### config.mk
export PLATFORM = sky130hd
export DESIGN_NAME = vmicro16_uart_rx
export DESIGN_NICKNAME = d
export VERILOG_FILES = /design/src/rtl/vmicro16_uart_rx.sv
export SDC_FILE = /design/constraint.sdc
export NUM_CORES = 1
export LEC_CHECK = 0
export BUFFER_PORTS_ARGS = -buffer_cell sky130_fd_sc_hd__buf_2
export CAP_MARGIN = 40
export CORE_ASPECT_RATIO = 0.75
export CORE_UTILIZATION = 60
export DETAILED_ROUTE_END_ITERATION = 8
export HOLD_SLACK_MARGIN = 0.02
export PLACE_DENSITY = 0.84
export SLEW_MARGIN = 20
export SYNTH_ARGS = -nofsm -noshare
export SYNTH_HDL_FRONTEND = slang
export SYNTH_SLANG_ARGS = --single-unit
### constraint.sdc
create_clock -name clk -period 6.75 [get_ports clk]
set_input_delay 0.675 -clock clk [delete_from_list [all_inputs] [get_ports clk]]
set_output_delay 0.675 -clock clk [all_outputs]
set_load 0.005 [all_outputs]
### src/rtl/vmicro16_uart_rx.sv
// APB-attached 8N1 UART receiver with a small circular receive FIFO.
// Status flags OVR (overrun) and FE (framing error) are sticky until cleared by a STATUS write.
module vmicro16_uart_rx #(
    parameter int unsigned CLK_HZ     = 50000000,
    parameter int unsigned BAUD       = 115200,
    parameter int unsigned FIFO_DEPTH = 4
) (
    input  logic        clk,
    input  logic        reset_n,
    input  logic        uart_rx,
    input  logic [15:0] S_PADDR,
    input  logic        S_PSELx,
    input  logic        S_PENABLE,
    input  logic        S_PWRITE,
    input  logic [15:0] S_PWDATA,
    output logic [15:0] S_PRDATA,
    output logic        S_PREADY,
    output logic        irq
);
    localparam int unsigned CPB    = CLK_HZ / BAUD;
    localparam int unsigned HALF   = CPB / 2;
    localparam int unsigned CNT_W  = $clog2(CPB + 1);
    localparam int unsigned PTR_W  = $clog2(FIFO_DEPTH);
    localparam int unsigned FCNT_W = PTR_W + 1;

    localparam logic [CNT_W-1:0]  CPB_M1  = CNT_W'(CPB - 1);
    localparam logic [CNT_W-1:0]  HALF_M1 = CNT_W'(HALF - 1);
    localparam logic [FCNT_W-1:0] FULL_CT = FCNT_W'(FIFO_DEPTH);

    typedef enum logic [2:0] {IDLE, START, DATA, STOP, WAIT_HIGH} state_t;

    state_t             state;
    logic               rx_meta, rx_s;
    logic [CNT_W-1:0]   cnt;
    logic [2:0]         bit_idx;
    logic [7:0]         shift;
    logic [7:0]         mem [FIFO_DEPTH];
    logic [PTR_W-1:0]   wr_ptr, rd_ptr;
    logic [FCNT_W-1:0]  count;
    logic               ovr, fe;

    logic stop_done, push, fe_set, empty, full;
    logic access, rd_req, wr_req, pop_req, pop, bypass, wr_en, ovr_set;
    logic [1:0]  addr;
    logic [7:0]  head;
    logic [15:0] status;
    logic        unused_bits;

    assign unused_bits = ^{S_PADDR[15:2], S_PWDATA[15:4], S_PWDATA[1:0]};

    always_ff @(posedge clk or negedge reset_n) begin
        if (!reset_n) begin
            rx_meta <= 1'b1;
            rx_s    <= 1'b1;
        end else begin
            rx_meta <= uart_rx;
            rx_s    <= rx_meta;
        end
    end

    always_ff @(posedge clk or negedge reset_n) begin
        if (!reset_n) begin
            state   <= IDLE;
            cnt     <= '0;
            bit_idx <= '0;
            shift   <= '0;
        end else begin
            case (state)
                IDLE: if (!rx_s) begin
                    state <= START;
                    cnt   <= '0;
                end
                START: if (cnt == HALF_M1) begin
                    cnt     <= '0;
                    bit_idx <= '0;
                    state   <= rx_s ? IDLE : DATA;
                end else cnt <= cnt + 1'b1;
                DATA: if (cnt == CPB_M1) begin
                    cnt            <= '0;
                    shift[bit_idx] <= rx_s;
                    bit_idx        <= bit_idx + 1'b1;
                    if (bit_idx == 3'd7) state <= STOP;
                end else cnt <= cnt + 1'b1;
                STOP: if (cnt == CPB_M1) begin
                    cnt   <= '0;
                    state <= rx_s ? IDLE : WAIT_HIGH;
                end else cnt <= cnt + 1'b1;
                WAIT_HIGH: if (rx_s) begin
                    state <= IDLE;
                    cnt   <= '0;
                end
                default: begin
                    state <= IDLE;
                    cnt   <= '0;
                end
            endcase
        end
    end

    assign stop_done = (state == STOP) && (cnt == CPB_M1);
    assign push      = stop_done && rx_s;
    assign fe_set    = stop_done && !rx_s;

    assign empty   = (count == '0);
    assign full    = (count == FULL_CT);
    assign addr    = S_PADDR[1:0];
    assign access  = S_PSELx && S_PENABLE;
    assign rd_req  = access && !S_PWRITE;
    assign wr_req  = access && S_PWRITE;
    assign pop_req = rd_req && (addr == 2'd0);
    assign pop     = pop_req && !empty;
    // An empty-FIFO read coinciding with a push takes the incoming byte directly, leaving count at 0.
    assign bypass  = pop_req && empty && push;
    assign head    = bypass ? shift : mem[rd_ptr];
    assign wr_en   = push && !bypass && (!full || pop);
    assign ovr_set = push && full && !pop;
    assign status  = {12'h000, fe, ovr, full, !empty};

    always_ff @(posedge clk) begin
        if (wr_en) mem[wr_ptr] <= shift;
    end

    always_ff @(posedge clk or negedge reset_n) begin
        if (!reset_n) begin
            wr_ptr   <= '0;
            rd_ptr   <= '0;
            count    <= '0;
            ovr      <= 1'b0;
            fe       <= 1'b0;
            S_PRDATA <= '0;
        end else begin
            if (wr_en) wr_ptr <= wr_ptr + 1'b1;
            if (pop)   rd_ptr <= rd_ptr + 1'b1;
            case ({wr_en, pop})
                2'b10:   count <= count + 1'b1;
                2'b01:   count <= count - 1'b1;
                default: count <= count;
            endcase

            if (ovr_set)                                  ovr <= 1'b1;
            else if (wr_req && addr == 2'd1 && S_PWDATA[2]) ovr <= 1'b0;
            if (fe_set)                                   fe  <= 1'b1;
            else if (wr_req && addr == 2'd1 && S_PWDATA[3]) fe  <= 1'b0;

            if (rd_req) begin
                case (addr)
                    2'd0:    S_PRDATA <= (pop || bypass) ? {8'h00, head} : '0;
                    2'd1:    S_PRDATA <= status;
                    default: S_PRDATA <= '0;
                endcase
            end
        end
    end

    assign irq      = !empty;
    assign S_PREADY = 1'b1;

endmodule

# --- After elaboration in Yosys (flattened, before gate mapping) ---
# Memory sizes are Yosys's and may differ from the RTL's.
# Cells that the tools add are included.
totals:
  n_memories: 1
  input_bits: 38
  mem_bits_ro: 0
  wordCells: 106
  latchBits: 0
  ff_bits: 50
  output_inout_bits: 18
  mem_bits_rw: 32
classes:
  shifts: 0
  multipliers: 0
  reduce_logical: 38
  n_addsub: 6
  n_eq_ne: 17
  div: 0
  order_cmp: 2
  bitwise_logic: 0
  muxes: 30
memory_table:
  columns: ["memory", "depth", "width", "read_ports", "rd_clocked_by_memory_dff", "wr", "line", "rtl"]
  rows:
  - ["mem", 4, 8, 1, 0, 1, "37", "logic [7:0] mem [FIFO_DEPTH];"]
op_table:
  columns: ["operator", "n"]
  rows:
  - ["two-way mux 9 bit", 4]
  - ["one-hot mux 9 bit (4 select lines)", 1]
  - ["two-way mux 3 bit", 9]
  - ["logical AND 1 bit", 18]
  - ["two-way mux 8 bit", 2]
  - ["one-hot mux 8 bit (2 select lines)", 1]
  - ["one-hot mux 3 bit (5 select lines)", 1]
  - ["inequality test 2 bit (second input constant)", 6]
  - ["one-hot mux 3 bit (2 select lines)", 2]
  - ["adder 9 x 1 -> 9 bit (second input constant)", 1]
  - ["== test 3 bit (second input constant)", 3]
  - ["== test 9 x 8 -> 1 bit (second input constant)", 1]
  - ["== test 9 bit (second input constant)", 1]
  - ["bitwise mux 8 bit", 1]
  - ["nonzero test 2 bit", 4]
  - ["two-way mux 1 bit", 7]
  - ["adder 3 x 1 -> 3 bit (second input constant)", 2]
  - ["== test 3 x 2 -> 1 bit (second input constant)", 2]
  - ["zero test 1 bit", 6]
  - ["zero test 3 bit", 2]
  - ["AND reduction 6 bit", 1]
  - ["adder 2 x 1 -> 2 bit (second input constant)", 2]
  - ["== test 2 x 1 -> 1 bit (second input constant)", 2]
  - ["less-than comparator 3 x 4 -> 1 bit (second input constant)", 1]
  - ["other kinds (11)", 13]

# --- Logic depth before layout (Yosys ltp) ---
# Gate-level depths: netlist of run 1.
depth:
  depth_word: 10
  mapped_depth: 10
  depth_no_buf: 9

# --- Worst setup path before layout of run 1 ---
# No wires, ideal clock.
synth_timing:
  kind: "input to register"
  startpoint: "input S_PADDR[0]"
  endpoint: "register count[2]"
  t_arrival_ps: 2604
  path_slack_ps: 4046
  setup_ps: 99
  cell_stages: 8
  t_required_ps: 6651
  n_path_buf: 1
  cell_sequence: "clkbuf_1 -> or3_1 -> nor2_1 -> nand2_1 -> fa_1 -> nor3_2 -> nor3_1 -> a311oi_1"
synth_between:
  elab_chain_cells: 9
  word_cells_on_any_way: 13
  cone_classes: "eq/ne (2); mux (1); reduce/logical (10)"
synth_rtl:
  columns: ["item", "line", "rtl"]
  rows:
  - ["start: declaration", "11", "input logic [15:0] S_PADDR,"]
  - ["zero test 2 bit (*)", "110", "assign pop_req = rd_req && (addr == 2'd0);"]
  - ["logical AND 1 bit (*)", "110", null]
  - ["logical AND 1 bit (2 in a row)", "113", "assign bypass = pop_req && empty && push;"]
  - ["zero test 1 bit", "115", "assign wr_en = push && !bypass && (!full || pop);"]
  - ["logical AND 1 bit (2 in a row)", "115", null]
  - ["== test 2 x 1 -> 1 bit / == test 2 bit (equally long branches)", "134", "case ({wr_en, pop})"]
  - ["one-hot mux 3 bit (2 select lines) / nonzero test 2 bit (equally long branches)", null, null]
  - ["end signal: assignment", "135", "2'b10: count <= count + 1'b1;"]
  - ["end signal: assignment", "136", "2'b01: count <= count - 1'b1;"]
  - ["end signal: assignment", "137", "default: count <= count;"]
  - ["end: declaration", "39", "logic [FCNT_W-1:0] count;"]
# Every way passes the cells marked *; elsewhere a longest branch is shown, timed or not.
# A chain may end at the register's enable or synchronous reset.

# --- Final worst setup path of run 1 ---
layout_timing:
  startpoint: "input S_PWRITE"
  endpoint: "register count[2]"
layout_between:
  elab_chain_cells: 10
  word_cells_on_any_way: 14
  cone_classes: "eq/ne (2); mux (1); reduce/logical (11)"
layout_rtl:
  columns: ["item", "line", "rtl"]
  rows:
  - ["start: declaration", "14", "input logic S_PWRITE,"]
  - ["zero test 1 bit (*)", "108", "assign rd_req = access && !S_PWRITE;"]
  - ["logical AND 1 bit (*)", "108", null]
  - ["logical AND 1 bit (*)", "110", null]
  - ["logical AND 1 bit (2 in a row)", "113", null]
  - ["zero test 1 bit", "115", null]
  - ["logical AND 1 bit (2 in a row)", "115", null]
  - ["== test 2 x 1 -> 1 bit / == test 2 bit (equally long branches)", "134", null]
  - ["one-hot mux 3 bit (2 select lines) / nonzero test 2 bit (equally long branches)", null, null]
# Marked as above.

==> results of run 1 <==
## synthesized netlist by cell type (3+ instances only)
cell | number | area share, %
buf_1 | 4 | 0.43
o21ai_1 | 3 | 0.43
edfxtp_1 | 32 | 27
buf_4 | 10 | 2.1
xnor2_1 | 4 | 1.0
dfrtp_1 | 40 | 29
clkbuf_1 | 6 | 0.64
o21ai_0 | 10 | 1.4
and2_1 | 5 | 0.89
mux4_2 | 8 | 5.1
a22o_1 | 3 | 0.75
inv_1 | 10 | 1.1
nand2_1 | 26 | 2.8
mux2_2 | 8 | 2.6
ha_1 | 9 | 3.2
nand4_1 | 4 | 0.71
nand3_1 | 5 | 0.71
a21oi_1 | 8 | 1.1
o211ai_1 | 3 | 0.64
nor3_2 | 3 | 0.86
nor3_1 | 4 | 0.57
nor2_1 | 15 | 1.6
a22oi_1 | 5 | 1.1
a31oi_1 | 5 | 0.89
## metal layers
layer	track usage (%)	vias up	part of all wire [%]	routed length, um
met5	0	-	0	0
met2	36.2	79	47	3010
met3	6.89	2	5.8	369
met1	29.3	1120	47	2980
li1	-	1040	-	-
met4	8.67	0	0.66	42
## metrics by stage
stage	utilization, %	instance area, sq um	hold WS, ps	power, W
6_report	70.1	3830	310	0.000980
3_3_place_gp	65.7	3590	346	0.000617
2_1_floorplan	-	3530	345	0.000592
5_1_grt	70.1	3830	330	0.00101
4_1_cts	70.1	3830	300	0.000989
3_5_place_dp	66.2	3620	349	0.000625
## logic make-up after synthesis
family                   after synthesis  share of synthesized area [%]
multiplexers                          18                           8.36
adder cells (fa/ha/maj)               10                           3.79
AO/OA/AOI/OAI                         49                           9.50
AND/OR/NAND/NOR                       88                           14.5
other                                  2                          0.214
buffers and inverters                 31                           4.43
flip-flops                            74                           57.5
XOR/XNOR                               6                           1.71
## how the worst max path moves through the flow
stage,to,slack (ps),cells after the start,startpoint
floorplan,count[2],4050,8,S_PADDR[0]
global placement,count[2],3310,9,S_PWRITE
detailed placement,count[2],3120,9,S_PWRITE
CTS,count[2],3480,9,S_PWRITE
global route,count[2],3370,9,S_PWRITE
finish,count[2],3480,9,S_PWRITE
## cell usage in the layout (no fill, tap or decap), drive strengths merged, types with 4 or more instances in the layout
cell,Yosys,final
dfrtp,40,40
mux2,10,10
o21ai,13,13
nand3,5,5
buf,15,19
a21oi,8,8
mux4,8,8
nor2,15,15
inv,10,10
ha,9,9
and2,5,5
xnor2,5,5
nand4,4,4
a31oi,5,5
a22oi,5,5
nand2,27,27
edfxtp,32,32
nor3,8,8
conb,2,9
clkbuf,6,11
## registers in the layout, indices dropped and copies added, names as in the netlist, 2 cells and up
signal	cells
bit_idx	3
wr_ptr	2
rd_ptr	2
count	3
cnt	9
shift	8
S_PRDATA	8
state	3
mem	32
## final cells by class
type | count | share of cell area, %
multi-input combinational | 180 | 35.5
clock buffer | 11 | 3.43
clock inverter | 5 | 2.06
timing repair buffer | 19 | 3.07
inverter | 10 | 0.979
tap | 75 | 2.45
sequential | 74 | 52.6
## critical path, cell delays in order
cell      delay, ps
buf_2           110
nand3b_1        490
or3_1           550
nor2_1          510
nand2_1         150
fa_1            450
nor3_2          230
nor3_1           80
a311oi_1        270
## where the power goes
| part | switching, W | internal [W] |
|---|---|---|
| combinational | 0.0000476 | 0.0000456 |
| clock | 0.000156 | 0.000208 |
| sequential | 0.0000394 | 0.000484 |
==> flow_metrics.py, run 1 <==
metrics = {
    "run_status": {
        "status": "finished clean",
    },
    "clocking": {
        "cts.path.max_buffers": 2,
        "cts-root-buf": "clkbuf_8",
        "cts_setup_buffers": 0,
        "numCtsBuffers": 9,
        "cts_tree": "built",
        "cts_sinks": 74,
        "clk_latency_ps": 340,
        "clk_pin_slew_ps": 70,
        "ctsResizeCount": 0,
        "htreeDepth": 3,
        "cts_hold_buf": 0,
    },
    "synthesis": {
        "avgSynthCellArea_sq_um": 12.6,
        "synth_ff_type": "dfrtp_1",
        "ys_async_sr_fraction_pct": 56.8,
        "synthDistinctLibCells": 58,
        "syn_area_sq_um": 3500,
        "ys_seq_area_share_pct": 57.5,
        "synthCells": 278,
        "synth-seq-cells": 74,
        "synth_edf_count": 32,
        "yosys_warnings": 0,
    },
    "final_layout": {
        "syn2layout_area_growth_pct": 9.43,
        "multi_input_area_sq_um": 1360,
        "fillCellCount": 361,
        "seqCellArea_sq_um": 2010,
        "final_cells": 374,
        "nets": 342,
        "diodes": 0,
        "layout-drive-gt1-share_pct": 21.7,
    },
    "global_routing": {
        "globalRoute.totalOverflow": 0,
        "grt_pass1_vias": 2066,
        "grt_pass1_wl_mm": 10.1,
        "antenna_found_initial": 0,
        "track_usage_pct": 22.5,
        "grt_max_degree": 23,
    },
    "detailed_routing": {
        "wl_per_cell_um": 17.1,
        "route.vias.total": 2241,
        "ant_nets": 0,
        "initialDrtViolationCount": 142,
        "detail_route.drc_violations": 0,
        "routed_wl_mm": 6.40,
        "dr.pass1.iters": 5,
        "avgViaCountPerCell": 5.99,
    },
    "sta": {
        "setup_viol": 0,
        "worst_pin_slew_ps": 664,
        "maxSlewViolCount": 0,
        "fin_crit_sh_pct": 48.4,
        "period_needed_ps": 3270,
        "max_freq_mhz": 306,
        "final.setup.tns_ps": 0,
        "hold_violations": 0,
        "setup_slack_ps": 3480,
        "skew_ps": 9.81,
        "max_slew_margin_pct": 55.3,
        "rsz0062_at_grt": "false",
    },
    "critical_path": {
        "cp_max_fo": 13,
        "end_kind": "flip-flop",
        "rrSetupSlack_ps": 3810,
        "worstPathRequired_ps": 6990,
        "start_kind": "input port",
        "crit_arrival_ps": 3510,
        "ff2ff_path_depth": 4,
        "path_class": "in2reg",
        "worstReg2RegEnd": "mem[1][6]",
        "r2r_start": "cnt[6]",
    },
    "die": {
        "dieArea_sq_um": 6150,
        "initial_core_util_pct": 64.1,
        "fp.coreArea_sq_um": 5470,
        "chipHeight_um": 68.2,
        "rows": 23,
        "fp.dieW_um": 90.2,
        "ioPinCount": 56,
    },
    "placed_design": {
        "gp_congestion": 0.807,
        "hpwl_mm": 4.32,
        "pre_cts_ws_ps": 3120,
        "io_buffer_count": 18,
        "placed_cells": 358,
    },
    "pwr": {
        "power.static_leakage_nw": 1.65,
        "power_density_nw_per_um2": 256,
        "irDropWorstVdd_mv": 0.171,
    },
    "hold_path": {
        "hp-class": "in2async",
    },
    "job": {
        "cap_viol_max_count": 0,
    },
}
No activity file was read; power rests on OpenSTA's default activity.
==> inputs of run 2 (changes only) <==
- CORE_UTILIZATION: 60 -> 51
- PLACE_DENSITY: 0.84 -> 0.76
- clock period: 6.75 -> 2.85 ns (I/O delays scaled with it)
==> run 2 against run 1 <==
Sequential power rose by 130%. Sequential cell count unchanged. Final cell count grew 4.8%. Die area increased by 17%. The flow now finishes with violations (design-rule violations). Clock power rose by 120%. Routed wire length is 0.33% higher. Combinational power grew to 2.8 times the previous value. Worst setup slack lost 3200 ps. First-iteration DRC count down 13%. Final area is 2.4% higher.
==> flow_metrics.py, run 2 (synthesized netlist as in run 1, its figures left out) <==
metrics = {
    "hold_path": {
        "hold_depth": 3,
        "hp-class": "in2reg",
        "min-delay-start": "S_PWDATA[3]",
        "hold_end": "fe",
    },
    "critical_path": {
        "worstPathRequired_ps": 2920,
        "path_buf_inv": 1,
        "start_kind": "flip-flop",
        "critPathMaxStageDelay_ps": 620,
        "ff2ff_path_depth": 5,
        "cp_cell_sequence": "or4b_4 -> or4_1 -> o21ba_4 -> and2_1 -> buf_4",
        "end_kind": "flip-flop",
        "worstReg2RegEnd": "mem[0][4]",
        "critPathTopFamily": "simple AND/OR/NAND/NOR gates",
        "r2r_start": "cnt[6]",
        "crit_arrival_ps": 2660,
        "rrSetupSlack_ps": 260,
        "cp_max_fo": 8,
        "path_class": "reg2reg",
        "critical_path.startpoint": "cnt[6]",
        "slowest_stage": "or4_1",
    },
    "detailed_routing": {
        "ant_nets": 0,
        "avgViaCountPerCell": 5.71,
        "route.vias.total": 2238,
        "routed_wl_mm": 6.42,
        "initialDrtViolationCount": 124,
        "dr.pass1.iters": 6,
        "wl_per_cell_um": 16.4,
        "detail_route.drc_violations": 8,
    },
    "clocking": {
        "cts_sinks": 74,
        "cts_tree": "built",
        "cts.path.max_buffers": 2,
        "cts-root-buf": "clkbuf_8",
        "htreeDepth": 3,
        "clk_pin_slew_ps": 80,
        "cts_setup_buffers": 0,
        "ctsResizeCount": 0,
        "numCtsBuffers": 9,
        "clk_latency_ps": 360,
        "cts_hold_buf": 2,
    },
    "final_layout": {
        "largest_register_ffs": 32,
        "reg_top3": "mem x32, cnt x9",
        "diodes": 0,
        "final_area_sq_um": 3930,
        "regMostFlops": "mem",
        "nets": 354,
        "final_cells": 392,
        "layout_common_cells": "40 x dfrtp_1, 32 x edfxtp_1, 26 x nand2_1, 18 x buf_2, 15 x nor2_1",
        "final_common_cell": "dfrtp_1",
        "layout-drive-gt1-share_pct": 24.4,
        "syn2layout_area_growth_pct": 12.1,
        "fillCellCount": 517,
        "seqCellArea_sq_um": 2010,
        "multi_input_area_sq_um": 1360,
    },
    "pwr": {
        "power.static_leakage_nw": 1.70,
        "irDropWorstVdd_mv": 0.218,
        "power_w": 0.00228,
        "power_density_nw_per_um2": 581,
    },
    "global_routing": {
        "grt_pass1_vias": 2080,
        "antenna_found_initial": 0,
        "globalRoute.totalOverflow": 0,
        "grt_pass1_wl_mm": 10.2,
        "track_usage_pct": 19.4,
        "grt_max_degree": 23,
    },
    "placed_design": {
        "placed_cell_area_sq_um": 3700,
        "hpwl_mm": 4.52,
        "pre_cts_ws_ps": 282,
        "gp_congestion": 0.796,
        "placed_cells": 374,
        "io_buffer_count": 18,
    },
    "die": {
        "fp.coreArea_sq_um": 6470,
        "rows": 25,
        "chipHeight_um": 73.8,
        "ioPinCount": 56,
        "dieArea_sq_um": 7210,
        "initial_core_util_pct": 54.1,
        "fp.dieW_um": 97.7,
    },
    "sta": {
        "max_freq_mhz": 387,
        "max_slew_margin_pct": 64.7,
        "setup_slack_ps": 264,
        "final.setup.tns_ps": 0,
        "fin_crit_sh_pct": 90.7,
        "hold_violations": 0,
        "setup_viol": 0,
        "skew_ps": 6.75,
        "maxSlewViolCount": 0,
        "worst_pin_slew_ps": 530,
        "period_needed_ps": 2590,
        "rsz0062_at_grt": "false",
    },
    "job": {
        "cap_viol_max_count": 0,
    },
    "run_status": {
        "status": "finished, violations left",
        "violations": "design-rule violations",
    },
}
## run 2: cell count changes in the layout (fill, tap and decap cells not counted), sizes merged
cell,before,now
bufinv,2,1
dlygate4sd3,0,2
inv,10,11
buf,19,29
clkinv,3,5
clkbuf,11,9
## run 2: layer usage
layer	vias up	share of wire [%]	wire [um]	track usage [%]
met5	-	0	0	0
met2	50	44	2820	28.9
met1	1114	50	3210	26.9
met3	6	5.3	341	6.85
met4	0	0.78	50	5.89
li1	1068	-	-	-
## run 2: where the power goes
group,leakage (nW),switching (W),internal (W)
Clock,0.101,0.000406,0.000410
Combinational,0.673,0.000138,0.000119
Sequential,0.927,0.0000628,0.00115
## run 2: worst max-delay path by stage
stage	end	slack, ps	cells past startpoint
global route	S_PRDATA[1]	160	6
finish	mem[0][4]	260	5
CTS	mem[0][3]	260	5
detailed placement	mem[0][5]	280	5
global placement	mem[0][2]	300	5
floorplan	mem[0][0]	340	5
## run 2: worst min-delay path: cells and delay by family
family                 cells  cell delay (ps)
and+or+nand+nor            1               40
buffers and inverters      1               80
AOI/OAI and AO/OA          1              110
## run 2: per-stage QoR
step,hold slack [ps],utilization [%]
2_1_floorplan,-10.6,-
3_3_place_gp,346,56.8
3_5_place_dp,285,57.2
4_1_cts,181,60.6
5_1_grt,193,60.6
6_report,194,60.6
## run 2: area by class of cell
type	count	share of cell area, %
timing repair buffer	31	5.42
tap	81	2.58
inverter	10	0.956
sequential	74	51.3
clock buffer	9	3.15
multi-input combinational	180	34.6
clock inverter	7	1.98
==> inputs of run 3 (changes only) <==
- CORE_UTILIZATION: 51 -> 53
- CTS_BUF_LIST: default -> sky130_fd_sc_hd__clkbuf_2 sky130_fd_sc_hd__clkbuf_4 sky130_fd_sc_hd__clkbuf_8
- PLACE_DENSITY: 0.76 -> 0.78
==> run 3 against run 2 <==
The run now ends clean. Die area down 3.7%. Combinational power fell by 15%. Hold slack improved by 20 ps. Sequential cell count is the same. Global-route usage grew 0.92 points. First-iteration DRC count fell by 0.81%. Worst setup slack lost 120 ps. Largest power group unchanged. Highest routed layer unchanged.
==> flow_metrics.py, run 3 (synthesized netlist as in run 1, its figures left out) <==
metrics = {
    "sta": {
        "fin_crit_sh_pct": 95.1,
        "maxSlewViolCount": 0,
        "hold_violations": 0,
        "rsz0062_at_grt": "false",
        "max_slew_margin_pct": 61.3,
        "max_freq_mhz": 369,
        "period_needed_ps": 2710,
        "final.setup.tns_ps": 0,
        "setup_viol": 0,
        "worst_pin_slew_ps": 581,
        "skew_ps": 12.4,
    },
    "die": {
        "dieArea_sq_um": 6940,
        "initial_core_util_pct": 55.2,
        "chipHeight_um": 72.4,
        "fp.dieW_um": 95.9,
        "fp.coreArea_sq_um": 6350,
        "rows": 25,
        "ioPinCount": 56,
    },
    "critical_path": {
        "cp_max_fo": 8,
        "start_kind": "flip-flop",
        "r2r_start": "cnt[2]",
        "worstReg2RegEnd": "mem[2][3]",
        "ff2ff_path_depth": 4,
        "end_kind": "flip-flop",
        "path_class": "reg2reg",
        "worstPathRequired_ps": 2850,
        "rrSetupSlack_ps": 140,
        "crit_arrival_ps": 2710,
    },
    "clocking": {
        "clk_pin_slew_ps": 70,
        "cts_hold_buf": 2,
        "htreeDepth": 3,
        "cts-root-buf": "clkbuf_8",
        "numCtsBuffers": 9,
        "ctsResizeCount": 0,
        "cts_setup_buffers": 0,
        "cts_sinks": 74,
        "cts_tree": "built",
        "cts.path.max_buffers": 2,
        "clk_latency_ps": 350,
    },
    "placed_design": {
        "gp_congestion": 0.818,
        "io_buffer_count": 18,
        "placed_cell_area_sq_um": 3700,
        "hpwl_mm": 4.43,
    },
    "global_routing": {
        "antenna_found_initial": 0,
        "grt_pass1_vias": 2055,
        "grt_pass1_wl_mm": 10.3,
        "track_usage_pct": 20.3,
        "grt_max_degree": 23,
        "globalRoute.totalOverflow": 0,
    },
    "final_layout": {
        "fin_util_pct": 61.5,
        "layout_common_cells": "40 x dfrtp_1, 32 x edfxtp_1, 26 x nand2_1, 18 x buf_2, 15 x nor2_1",
        "largest_register_ffs": 32,
        "syn2layout_area_growth_pct": 11.5,
        "nets": 353,
        "layout-drive-gt1-share_pct": 23.9,
        "regMostFlops": "mem",
        "reg_top3": "mem x32, cnt x9",
        "final_area_sq_um": 3900,
        "final_common_cell": "dfrtp_1",
        "diodes": 0,
    },
    "detailed_routing": {
        "routed_wl_mm": 6.27,
        "ant_nets": 0,
        "wl_per_cell_um": 16.1,
        "initialDrtViolationCount": 123,
        "dr.pass1.iters": 4,
        "avgViaCountPerCell": 5.59,
        "detail_route.drc_violations": 0,
        "route.vias.total": 2182,
    },
    "hold_path": {
        "hold_depth": 3,
        "min-delay-start": "S_PWDATA[3]",
        "hold_end": "fe",
        "hp-class": "in2reg",
    },
    "pwr": {
        "power.static_leakage_nw": 1.69,
        "power_density_nw_per_um2": 572,
        "irDropWorstVdd_mv": 0.290,
    },
    "job": {
        "cap_viol_max_count": 0,
    },
    "run_status": {
        "status": "finished clean",
    },
}
## run 3: cell types whose count changed in the layout (fill, tap and decap cells not counted), sizes merged
cell | previous run | this run
buf | 29 | 28
clkbuf | 9 | 10
clkinv | 5 | 2
clkinvlp | 0 | 1
## run 3: layer usage
layer  vias up  global-route usage [%]  wire length (um)
li1       1066                       -                 -
met5         -                       0                 0
met1      1054                    28.2              3050
met4         0                    7.46                71
met2        53                    30.8              2870
met3         9                    5.66               282
## run 3: stage by stage
step | total power (W) | worst slack [ps] | instances | hold WS, ps
after floorplan | 0.00140 | 342 | 285 | -10.6
after global placement | 0.00147 | 198 | 372 | 346
after detailed placement | 0.00148 | 126 | 373 | 295
after CTS | 0.00226 | 112 | 390 | 197
after global routing | 0.00233 | 40.2 | 390 | 216
final | 0.00223 | 139 | 390 | 213
## run 3: where the power goes
| group | internal (W) | total (W) | switching, W |
|---|---|---|---|
| sequential | 0.00115 | 0.00124 | 0.0000896 |
| combinational | 0.000111 | 0.000219 | 0.000108 |
| clock | 0.000408 | 0.000778 | 0.000370 |
## run 3: critical path, cell delays in order, from the launching register on
cell     delay (ps)
dfrtp_1         440
or4b_4          550
or4_1           620
o21ba_4         320
and2_1          420
## run 3: layout make-up
class | count | area [sq um]
flip-flops and latches | 74 | 2010
repair buffers | 30 | 205
inverters | 10 | 37.5
clock inverters | 5 | 55.1
clock buffers | 10 | 131
well taps | 81 | 101
fillers | 483 | 2450
multi-input cells | 180 | 1360
## run 3: how the worst max path moves through the flow
stage	from	end
2_1_floorplan	cnt[6]	mem[0][0]
3_3_place_gp	cnt[2]	mem[2][2]
3_5_place_dp	cnt[2]	mem[2][0]
4_1_cts	cnt[2]	mem[2][3]
5_1_grt	cnt[2]	mem[2][2]
6_report	cnt[2]	mem[2][3]
